--- src/rtl/usr_pkg.sv ---
// Shared mode encodings and decode helpers for the universal shift register.
package usr_pkg;

    localparam int unsigned MODE_W = 3;

    typedef enum logic [MODE_W-1:0] {
        MODE_HOLD  = 3'b000,
        MODE_SHL   = 3'b001,
        MODE_SHR   = 3'b010,
        MODE_ROL   = 3'b011,
        MODE_ROR   = 3'b100,
        MODE_LOAD  = 3'b101,
        MODE_CLEAR = 3'b110,
        MODE_RSVD  = 3'b111
    } mode_e;

    function automatic logic is_shift(input logic [MODE_W-1:0] m);
        return (m == MODE_SHL) || (m == MODE_SHR) || (m == MODE_ROL) || (m == MODE_ROR);
    endfunction

    function automatic logic is_reset_op(input logic [MODE_W-1:0] m);
        return (m == MODE_LOAD) || (m == MODE_CLEAR);
    endfunction

endpackage

--- src/rtl/usr_shift_counter.sv ---
// Counts shifts within a WIDTH-shift word and pulses done for one cycle on word completion.
module usr_shift_counter #(
    parameter int unsigned WIDTH = 4,
    parameter int unsigned CW    = $clog2(WIDTH)
) (
    input  logic          clk,
    input  logic          rst,
    input  logic          count_en,
    input  logic          clear,
    output logic [CW-1:0] cnt,
    output logic          done
);

    logic [CW-1:0] cnt_q, cnt_d;
    logic          done_q, done_d;

    always_comb begin
        cnt_d  = cnt_q;
        done_d = 1'b0;
        if (clear) begin
            cnt_d = '0;
        end else if (count_en) begin
            if (cnt_q == CW'(WIDTH - 1)) begin
                cnt_d  = '0;
                done_d = 1'b1;
            end else begin
                cnt_d = cnt_q + CW'(1);
            end
        end
    end

    always_ff @(posedge clk or negedge rst) begin
        if (!rst) begin
            cnt_q  <= '0;
            done_q <= 1'b0;
        end else begin
            cnt_q  <= cnt_d;
            done_q <= done_d;
        end
    end

    assign cnt  = cnt_q;
    assign done = done_q;

endmodule

--- src/rtl/univ_shift_reg.sv ---
// Universal shift register: shift/rotate both ways, parallel load, clear, with word counter.
module univ_shift_reg
    import usr_pkg::*;
#(
    parameter int unsigned WIDTH = 4,
    parameter int unsigned CW    = $clog2(WIDTH)
) (
    input  logic             clk,
    input  logic             rst,
    input  logic             en,
    input  logic [MODE_W-1:0] mode,
    input  logic             sin_r,
    input  logic             sin_l,
    input  logic [WIDTH-1:0] pdata,
    output logic [WIDTH-1:0] q,
    output logic             sout_msb,
    output logic             sout_lsb,
    output logic [CW-1:0]    cnt,
    output logic             done
);

    logic [WIDTH-1:0] q_q;
    logic             count_en;
    logic             clear;

    always_ff @(posedge clk or negedge rst) begin
        if (!rst) begin
            q_q <= '0;
        end else if (en) begin
            case (mode)
                MODE_SHL:   q_q <= {q_q[WIDTH-2:0], sin_r};
                MODE_SHR:   q_q <= {sin_l, q_q[WIDTH-1:1]};
                MODE_ROL:   q_q <= {q_q[WIDTH-2:0], q_q[WIDTH-1]};
                MODE_ROR:   q_q <= {q_q[0], q_q[WIDTH-1:1]};
                MODE_LOAD:  q_q <= pdata;
                MODE_CLEAR: q_q <= '0;
                default:    q_q <= q_q;
            endcase
        end
    end

    assign count_en = en & is_shift(mode);
    assign clear    = en & is_reset_op(mode);

    usr_shift_counter #(
        .WIDTH (WIDTH),
        .CW    (CW)
    ) u_cnt (
        .clk      (clk),
        .rst      (rst),
        .count_en (count_en),
        .clear    (clear),
        .cnt      (cnt),
        .done     (done)
    );

    assign q        = q_q;
    assign sout_msb = q_q[WIDTH-1];
    assign sout_lsb = q_q[0];

endmodule

--- config.mk ---
export PLATFORM = sky130hd
export DESIGN_NAME = univ_shift_reg
export DESIGN_NICKNAME = d
export VERILOG_FILES = /design/src/rtl/usr_pkg.sv /design/src/rtl/usr_shift_counter.sv /design/src/rtl/univ_shift_reg.sv
export SDC_FILE = /design/constraint.sdc
export NUM_CORES = 1
export LEC_CHECK = 0
export CELL_PAD_IN_SITES_DETAIL_PLACEMENT = 0
export CELL_PAD_IN_SITES_GLOBAL_PLACEMENT = 1
export CORE_ASPECT_RATIO = 1.1
export CORE_MARGIN = 2
export CORE_UTILIZATION = 27
export DETAILED_ROUTE_END_ITERATION = 6
export PLACE_DENSITY = 0.84
export SYNTH_ARGS = -nofsm -noshare
export SYNTH_HDL_FRONTEND = slang
export SYNTH_SLANG_ARGS = --single-unit
--- constraint.sdc ---
create_clock -name clk -period 1.36 [get_ports clk]
set_input_delay 0.408 -clock clk [delete_from_list [all_inputs] [get_ports clk]]
set_output_delay 0.408 -clock clk [all_outputs]
set_load 0.02 [all_outputs]
==> results.yml, run 1 <==
detailed_routing:
  drt_pass1_iterations: 4
  route.met2.wl_um: 706
  vias: 636
  met3_length_um: 92
  wl_per_cell_um: 11.1
  m1WireLength_um: 671
  drt-initial-drc-count: 15
  top_layer: "met3"
  wirelength_mm: 1.47
  drc_errors: 0
  vias_per_cell: 4.82
  ant_nets: 0
worst_setup_path:
  cp.arrival_ns: 0.94
  path_buf_inv: 1
  slowest_stage: "dfrtp_1"
  critPathLaunchType: "flop"
  cp.required_ns: 0.95
  end_kind: "primary output"
  cp_cell_sequence: "dlygate4sd2_1"
  crit_type: "flop to primary output"
  worst-path-max-fanout: 3
  max_stage_delay_ns: 0.38
  crit_family: "flip-flops"
yosys:
  synth.cell_area_um2: 558
  yosys.cell_types.count: 28
  netlist_instances: 68
  yosysSeqAreaShare_pct: 31.4
  ys_warn_count: 0
  synthesis.nets: 81
  synth-seq-cells: 7
  synth_area_per_cell_um2: 8.21
place:
  dpl.hpwl_mm: 1.24
  port_buffers: 20
  globalplace.congestion: 0.869
status:
  status: "finished, final reports clean"
finish:
  fillers: 211
  drive_gt1_share_pct: 34.6
  syn2layout_area_growth_pct: 61.4
  most-common-layout-cells: "buf_4 (17), inv_1 (8), nand2_1 (7), dlygate4sd2_1 (7), clkdlybuf4s50_1 (7)"
  fin_nets: 118
  layout_commonest_cell: "buf_4"
  seq_area_um2: 176
  multiInputGateArea_um2: 344
  diodes: 0
global_routing:
  grt_pass1_vias: 579
  grt_pass1_wl_mm: 2.36
  grt_overflow: 0
  grt_usage_pct: 13.0
  grt_start_max_net_pins: 10
  antenna_found_initial: 0
clock_network:
  clk_pin_slew_ns: 0.05
  h-tree-depth: 1
  cts_buffer_depth: 2
  clk_latency_ns: 0.24
  cts.sinks: 7
  root_buffer: "clkbuf_4"
  cts_buffers: 3
  tritoncts: "done"
sta:
  min_period_ns: 1.35
  final_hold_viol_count: 0
  hold_slack_ns: 0.417
  fmax_mhz: 743
  timing.final.crit_share_pct: 98.9
  slew_violations: 0
  skew_ns: 0.00471
  max_slew_margin_pct: 80.0
  rsz0062_at_grt: "yes"
  report.final.setup_viol: 0
  worstMarginPinSlew_ns: 0.300
  final.setup.tns_ns: 0
power:
  p_leak_uw: 0.000422
  p_per_area_nw_per_um2: 1140
  ir_worst_vdd_uv: 396
floorplan:
  fp-row-count: 17
  initial_utilization_pct: 28.2
  die_y_um: 51.7
  core_um2: 1980
  ios: 21
  die_w_um: 47.3
  die_area_um2: 2450
worst_hold_path:
  hold_class: "input pin to asynchronous set/reset pin"
run:
  maxCapViolCount: 0
[final cells by class]
type                            instances  area share, %
Timing Repair Buffer                   37           32.1
Multi-Input combinational cell         48           38.2
Clock buffer                            4           2.92
Inverter                                8           3.33
Sequential cell                         7           19.6
Tap cell                               28           3.89
[where the power goes]
group          internal [uW]  total, uW  switching, uW
Sequential               259        305           45.4
Combinational            269        550            281
Clock                    111        176           65.2
[repair_timing]
action,CTS,global route
resized for setup,21,10
setup buffers,0,0
endpoints found under the setup margin,16,13
hold buffers,0,0
pin swaps,1,0
[final timing paths]
kind / start / to / slack, ns / cells past startpoint
max in group asynchronous: rst / u_cnt.cnt[0] / 0.69 / 1
min reg2reg: q[1] / q[1] / 0.65 / 3
max reg2reg: u_cnt.cnt[0] / u_cnt.cnt[1] / 0.08 / 4
max: q[3] / q[3] / 0.01 / 1
min in group clk: q[1] / q[1] / 0.65 / 3
min: rst / q[2] / 0.42 / 1
[Yosys cell counts, drive strengths merged]
| master | count | area share, % |
|---|---|---|
| and3 | 5 | 6.5 |
| o221ai | 3 | 4.7 |
| a221o | 1 | 1.8 |
| nand2b | 2 | 2.7 |
| a31oi | 4 | 4.5 |
| nor3b | 1 | 1.3 |
| dfrtp | 7 | 31 |
| inv | 8 | 5.4 |
| nand3 | 2 | 1.8 |
| xnor2 | 1 | 1.6 |
| maj3 | 1 | 1.8 |
| or2 | 1 | 1.1 |
| a211oi | 2 | 4.9 |
| nand2 | 7 | 4.7 |
| buf | 5 | 6.9 |
| o22ai | 2 | 2.2 |
| a21oi | 3 | 2.7 |
| ha | 1 | 2.2 |
| o2bb2ai | 1 | 1.6 |
| o21ai | 4 | 3.6 |
| o211ai | 2 | 2.7 |
| nor2 | 5 | 3.8 |
[logic make-up (layout without fill, tap and decap cells)]
| group | after synthesis | after routing | share of synthesized area, % |
|---|---|---|---|
| flip-flops | 7 | 7 | 31.4 |
| AND/OR/NAND/NOR | 23 | 23 | 22.0 |
| buffers and inverters | 13 | 49 | 12.3 |
| AO/OA/AOI/OAI | 22 | 22 | 28.7 |
| adder cells (fa/ha/maj) | 2 | 2 | 4.04 |
| XOR/XNOR | 1 | 1 | 1.57 |
[flip-flops by register name, summed over array words and instances, names as in the netlist]
signal      cells
u_cnt.cnt       2
q               4
u_cnt.done      1
[through the flow]
step	util, %	std cells	setup slack [ns]	power [uW]	cell area [um^2]
floorplan	-	68	0.0343	609	572
global route	45.5	132	-0.0233	1110	901
global placement	45.3	128	-0.475	877	896
CTS	46.5	132	0.00251	1050	920
detailed placement	45.3	128	-0.491	891	896
finish	45.5	132	0.0148	1030	901
[routing by layer]
| layer | GRT usage [%] | vias up |
|---|---|---|
| met5 | 0 | - |
| met1 | 17.2 | 298 |
| li1 | - | 317 |
| met2 | 20.9 | 21 |
| met4 | 5.56 | 0 |
| met3 | 1.04 | 0 |
No activity file was read; power rests on OpenSTA's default activity.
==> run 2, diff against run 1 <==
CAP_MARGIN = 25   (was unset)
==> results of run 2 <==
The final DEF is identical to that of run 1; final timing and power are the same.
